`src/rtl/board_test_pkg.sv`:
```
// board_test: encodings shared by the board-test switch debouncer and single-step clock controller
package board_test;
  localparam logic [2:0] DB_IDLE = 3'd0;
  localparam logic [2:0] DB_PRESS_WAIT = 3'd1;
  localparam logic [2:0] DB_PRESSED = 3'd2;
  localparam logic [2:0] DB_HOLD_REPEAT = 3'd3;
  localparam logic [2:0] DB_RELEASE_WAIT = 3'd4;
  typedef enum logic [2:0] {
    S_IDLE = DB_IDLE,
    S_PRESS_WAIT = DB_PRESS_WAIT,
    S_PRESSED = DB_PRESSED,
    S_HOLD_REPEAT = DB_HOLD_REPEAT,
    S_RELEASE_WAIT = DB_RELEASE_WAIT
  } db_state_e;
  localparam logic [1:0] SS_IDLE = 2'd0;
  localparam logic [1:0] SS_GOING = 2'd1;
  localparam logic [1:0] SS_RESET = 2'd2;
  // one counter width fits every cycle-count parameter
  function automatic int cnt_w(input int a, input int b, input int c);
    int m;
    m = (a > b) ? a : b;
    m = (m > c) ? m : c;
    return $clog2(m + 1);
  endfunction
endpackage

```
`src/rtl/sync_2ff.sv`:
```
// sync_2ff: two-flop synchronizer with a configurable reset level
module sync_2ff #(
  parameter logic RST_VAL = 1'b0
) (
  input  logic clk,
  input  logic rst_n,
  input  logic d,
  output logic q
);
  logic meta;
  always_ff @(posedge clk or negedge rst_n)
    if (!rst_n) {q, meta} <= {RST_VAL, RST_VAL};
    else {q, meta} <= {meta, d};
endmodule

```
`src/rtl/sw_debounce.sv`:
```
// sw_debounce: debounces a board switch into a level, step strobes with auto-repeat, and release strobes
module sw_debounce import board_test::*; #(
  parameter int   DEBOUNCE_CYC = 500000,
  parameter int   HOLD_CYC = 25000000,
  parameter int   REPEAT_CYC = 5000000,
  parameter logic SW_ACTIVE = 1'b1
) (
  input  logic clk,
  input  logic rst_n,
  input  logic sw,
  output logic sw_level,
  output logic step_pulse,
  output logic release_pulse,
  output logic repeating
);
  localparam int CW = cnt_w(DEBOUNCE_CYC, HOLD_CYC, REPEAT_CYC);
  localparam logic [CW-1:0] D_T = CW'(DEBOUNCE_CYC - 1);
  localparam logic [CW-1:0] H_T = CW'(HOLD_CYC == 0 ? 0 : HOLD_CYC - 1);
  localparam logic [CW-1:0] R_T = CW'(REPEAT_CYC == 0 ? 0 : REPEAT_CYC - 1);
  db_state_e state, state_n;
  logic [CW-1:0] cnt, cnt_n, hcnt, hcnt_n, rcnt, rcnt_n, h_sat, r_sat;
  logic sw_q, sw_s, from_rep, from_rep_n, level_n, step_n, rel_n;
  sync_2ff #(.RST_VAL(~SW_ACTIVE)) u_sync (.clk(clk), .rst_n(rst_n), .d(sw), .q(sw_q));
  assign sw_s = sw_q ~^ SW_ACTIVE;
  assign h_sat = hcnt + CW'(hcnt != H_T);
  assign r_sat = rcnt + CW'(rcnt != R_T);
  always_ff @(posedge clk or negedge rst_n)
    if (!rst_n) begin
      state <= S_IDLE;
      cnt <= '0;
      hcnt <= '0;
      rcnt <= '0;
      from_rep <= 1'b0;
      sw_level <= 1'b0;
      step_pulse <= 1'b0;
      release_pulse <= 1'b0;
      repeating <= 1'b0;
    end else begin
      state <= state_n;
      cnt <= cnt_n;
      hcnt <= hcnt_n;
      rcnt <= rcnt_n;
      from_rep <= from_rep_n;
      sw_level <= level_n;
      step_pulse <= step_n;
      release_pulse <= rel_n;
      repeating <= state_n == S_HOLD_REPEAT;
    end
  // hold/repeat counts keep running through a release glitch so the repeat cadence survives it
  always_comb begin
    state_n = state;
    cnt_n = cnt;
    hcnt_n = hcnt;
    rcnt_n = rcnt;
    from_rep_n = from_rep;
    level_n = sw_level;
    step_n = 1'b0;
    rel_n = 1'b0;
    case (state)
      S_IDLE:
        if (sw_s) begin
          state_n = S_PRESS_WAIT;
          cnt_n = CW'(1);
        end
      S_PRESS_WAIT:
        if (!sw_s) begin
          state_n = S_IDLE;
          cnt_n = '0;
        end else if (cnt >= D_T) begin
          state_n = S_PRESSED;
          step_n = 1'b1;
          level_n = 1'b1;
          cnt_n = '0;
          hcnt_n = '0;
          rcnt_n = '0;
        end else cnt_n = cnt + 1'b1;
      S_PRESSED: begin
        hcnt_n = h_sat;
        if (!sw_s) begin
          state_n = S_RELEASE_WAIT;
          cnt_n = CW'(1);
          from_rep_n = 1'b0;
        end else if (HOLD_CYC != 0 && hcnt == H_T) begin
          state_n = S_HOLD_REPEAT;
          step_n = 1'b1;
          rcnt_n = '0;
        end
      end
      S_HOLD_REPEAT:
        if (!sw_s) begin
          state_n = S_RELEASE_WAIT;
          cnt_n = CW'(1);
          from_rep_n = 1'b1;
          rcnt_n = r_sat;
        end else begin
          step_n = rcnt == R_T;
          rcnt_n = (rcnt == R_T) ? '0 : rcnt + 1'b1;
        end
      S_RELEASE_WAIT: begin
        hcnt_n = from_rep ? hcnt : h_sat;
        rcnt_n = from_rep ? r_sat : rcnt;
        if (sw_s) begin
          state_n = from_rep ? S_HOLD_REPEAT : S_PRESSED;
          cnt_n = '0;
        end else if (cnt >= D_T) begin
          state_n = S_IDLE;
          rel_n = 1'b1;
          level_n = 1'b0;
          cnt_n = '0;
        end else cnt_n = cnt + 1'b1;
      end
      default: state_n = S_IDLE;
    endcase
  end
endmodule

```
`config.mk`:
```
export PLATFORM = sky130hd
export DESIGN_NAME = sw_debounce
export DESIGN_NICKNAME = d
export VERILOG_FILES = /design/src/rtl/board_test_pkg.sv /design/src/rtl/sync_2ff.sv /design/src/rtl/sw_debounce.sv
export SDC_FILE = /design/constraint.sdc
export NUM_CORES = 1
export LEC_CHECK = 0
export BUFFER_PORTS_ARGS = -buffer_cell sky130_fd_sc_hd__buf_4
export CORE_ASPECT_RATIO = 2
export CORE_MARGIN = 2
export CORE_UTILIZATION = 60
export DETAILED_ROUTE_END_ITERATION = 8
export GPL_TIMING_DRIVEN = 1
export PLACE_DENSITY = 0.8
export REMOVE_ABC_BUFFERS = 1
export SETUP_SLACK_MARGIN = 0.15
export SLEW_MARGIN = 0
export SYNTH_ARGS = -nofsm -noshare
export SYNTH_HDL_FRONTEND = slang
export SYNTH_HIERARCHICAL = 1
export SYNTH_SLANG_ARGS = --single-unit
```
`constraint.sdc`:
```
create_clock -name clk -period 3.7 [get_ports clk]
set_input_delay 0.74 -clock clk [delete_from_list [all_inputs] [get_ports clk]]
set_output_delay 0.74 -clock clk [all_outputs]
set_load 0.05 [all_outputs]
```
==> metrics.md <==
| Metric | Value |
|---|---|
| Yosys reg bits | `85` |
| Relative slew slack | `0.281` |
| Remaining DRCs | `0` |
| Commonest cells post-synth | `dfrtp_1 (85), nand2_1 (54), nor2_1 (47)` |
| WS Path Type | `register to register` |
| DR WL/cell | `20.1 microns` |
| Slew @ Worst Pin | `1.08 ns` |
| Setup crit end kind | `register` |
| Via Count | `approximately 5000` |
| Initial antenna violation count | `0` |
| Syn avg cell area | `8.72 sq um` |
| TNS Setup | `0 ns` |
| H-tree Lvls | `3` |
| Sequential share of power | `0.471` |
| Synth async-reset ratio | `1.00` |
| NumNets Final | `607` |
| Hold Crit Class | `register to register` |
| Tcrit/Tclk final | `0.797` |
| Clock skew after layout | `0.00734 ns` |
| Chip height | `~140 microns` |
| Routability cong. | `around 0.9` |
| # port buffers | `6` |
| Synth Area in Simple Gates | `0.273` |
| YS warnings | `6` |
| Largest net degree at the start of global routing | `between 80 and 90` |
| Mux cell area share after synthesis | `0.00567` |
| Crit Path Max Fanout | `8` |
| Cell taking the most area after synthesis | `dfrtp_1` |
| Sequential element share of the synthesized area | `0.402` |
| Largest family of logic cells by synthesized area | `simple AND/OR/NAND/NOR gates` |
| Vias in the first global route | `roughly 5000` |
| Synth Cell Area | `approximately 5300 sq um` |
| Top-count cell post-synth | `dfrtp_1` |
| Main synth FF type | `dfrtp_1` |
| Post-CTS Hold Fix Bufs | `0` |
| Post-CTS Setup Repair Bufs | `0` |
| Vias per Instance | `roughly 7` |
| Area growth, synth to finish | `6.78%` |
| Outcome | `complete, no violations` |
| Layout Cells excl Fill | `702` |
| Leakage power | `2.25 nW` |
| Synth Area in Compound Gates | `0.234` |
| Worst R2R Setup Slack | `about 0.75 ns` |
| DR pass1 iterations | `6` |
| Hold path depth | `0` |
| Synth top area share | `0.402` |
| Core Area | `8590 sq um` |
| Num rows | `between 40 and 50` |
| Initial core utilization | `0.616` |
| CTS max path bufs | `2` |
| Initial DRC count | `between 300 and 400` |
| Fraction of layout cells with a size suffix above 1 | `0.0781` |
| Root Driver | `clkbuf_16` |
| Num ports | `7` |
| GRT Total Usage | `0.309` |
| HPWL after detailed placement | `between 10000 and 15000 microns` |
| Post-synth EDFFs | `0` |
| Ranking of synthesized cells by area | `dfrtp_1 (40%), a21oi_1 (4.0%), nand2_1 (3.8%), nand3_1 (3.8%), o21ai_0 (3.5%)` |
| Die area | `9640 sq um` |
| Final setup violation count | `0` |
| ANT cells | `0` |
| Internal | `1.57 mW` |
| Comb pwr share | `0.065` |
| Slew Limit Fails | `0` |
| First-pass GRT wire length | `about 24000 microns` |
| RSZ-0062 raised after global routing | `false` |
| Number of routed nets with antenna violations | `0` |
| # Max-Cap Violations | `0` |
| Post-Synth XOR/XNOR Area | `0.0281` |
| Total CTS buffers | `9` |
| Clock-pin slew on the worst setup and hold paths | `around 0.06 ns` |
| Clock network fraction of total power | `0.465` |
| Final Hold Viols | `0` |
| Net Sw Power | `0.483 mW` |
| Sw Ratio | `0.235` |
| Overflow after GRT | `0` |
| Post-Synth Adder-Cell Area | `0.0165` |
| Post_cts resized | `0` |
| Skew-Pair Late Insertion Delay | `0.34 ns` |
| Placed insts | `686` |
| Pwr/cell area | `between 300 and 400 nW/um^2` |
| R2R depth | `10` |
| Post-synth cell types | `65` |
| DRT Wirelength | `about 14000 microns` |
| VDD IR max | `between 0.0002 and 0.0003 V` |
| CTS tree | `done` |
| Post-Synthesis Cells | `around 610` |
| Num Clock Sinks | `85` |
| Minimum clock period | `between 2 and 3 ns` |
| Die X | `roughly 70 microns` |
| Worst EP required | `roughly 4.0 ns` |
| CP Launch Type | `register` |
| Crit path arrival time | `roughly 3.2 ns` |
| Max frequency | `roughly 340 MHz` |
-- worst max-delay path: stages (launching register included) --
cell and delay [ns]:
dfrtp_1 0.42, and4_1 0.23, and4_1 0.20, nand4_1 0.20, ha_1 0.28, ha_1 0.24, nand3_1 0.26, nor2_1 0.26
o2111ai_1 0.24, or3_1 0.40, a21oi_1 0.14
-- power by group through the flow --
| stage | Clock (mW) | Combinational (mW) | Sequential [mW] |
|---|---|---|---|
| floorplan | 0 | 0.0839 | 0.976 |
| global placement | 0 | 0.129 | 0.981 |
| detailed placement | 0 | 0.133 | 0.982 |
| CTS | 0.970 | 0.134 | 0.965 |
| global route | 1.01 | 0.151 | 0.968 |
| finish | 0.954 | 0.133 | 0.967 |
-- layout make-up --
class	count	area, sq um
Timing Repair Buffer	13	97.6
Tap cell	100	125
Clock buffer	10	229
Inverter	11	41.3
Fill cell	720	2940
Clock inverter	6	87.6
Sequential cell	85	2130
Multi-Input combinational cell	477	2950
-- metrics by stage --
| stage | total power, mW | util | cell area [sq um] | setup slack (ns) | hold WS, ns |
|---|---|---|---|---|---|
| 6_report | 2.05 | 0.658 | 5650 | 0.751 | 0.374 |
| 5_1_grt | 2.13 | 0.658 | 5650 | 0.474 | 0.391 |
| 4_1_cts | 2.07 | 0.658 | 5650 | 0.759 | 0.377 |
| 3_5_place_dp | 1.11 | 0.621 | 5340 | 0.781 | 0.354 |
| 3_3_place_gp | 1.11 | 0.621 | 5340 | 0.858 | 0.333 |
| 2_1_floorplan | 1.06 | - | 5110 | 1.18 | 0.331 |
-- path summary, 6_finish.rpt --
kind / end / from
hold reg to reg: u_sync/q$_DFF_PN0_ / u_sync/meta$_DFF_PN0_
hold / removal: u_sync/q$_DFF_PN0_ / u_sync/meta$_DFF_PN0_
setup / recovery: hcnt[24]$_DFFE_PN0P_ / hcnt[20]$_DFFE_PN0P_
max in group asynchronous: hcnt[10]$_DFFE_PN0P_ / rst_n
setup reg to reg: hcnt[24]$_DFFE_PN0P_ / hcnt[20]$_DFFE_PN0P_
min in group asynchronous: cnt[5]$_DFFE_PN0P_ / rst_n
-- state kept, by name, summed over array words and instances, names as in the netlist --
signal and count:
step_pulse 1, cnt 25, state 3, from_rep 1
repeating 1, sw_level 1, u_sync/q 1, rcnt 25
u_sync/meta 1, hcnt 25, release_pulse 1
-- metal layers --
| metal | GRT usage | part of all wire | vias to the layer above | routed length [microns] |
|---|---|---|---|---|
| met5 | 0 | 0 | - | 0 |
| met4 | 0.189 | 0.046 | 0 | 648 |
| met3 | 0.0449 | 0.041 | 44 | 573 |
| met2 | 0.559 | 0.55 | 176 | 7730 |
| met1 | 0.333 | 0.36 | 2390 | 5130 |
| li1 | - | - | 2303 | - |
-- cells by family after synthesis --
family                   after synthesis
AO/OA/AOI/OAI                        184
XOR/XNOR                              17
adder cells (fa/ha/maj)                7
buffers and inverters                 45
flip-flops                            85
multiplexers                           3
AND/OR/NAND/NOR                      266
-- cell usage in the layout (no fill, tap or decap), types with 13 or more instances in the layout --
master   instances
nand2_1         54
nor2_1          47
dfrtp_1         85
nor3_1          18
o21ai_0         37
a21oi_1         42
a31oi_1         16
nand3_1         40
buf_4           13
and3_1          13
nand4_1         16
o31ai_1         21
Power figures use the tool's default switching activity.
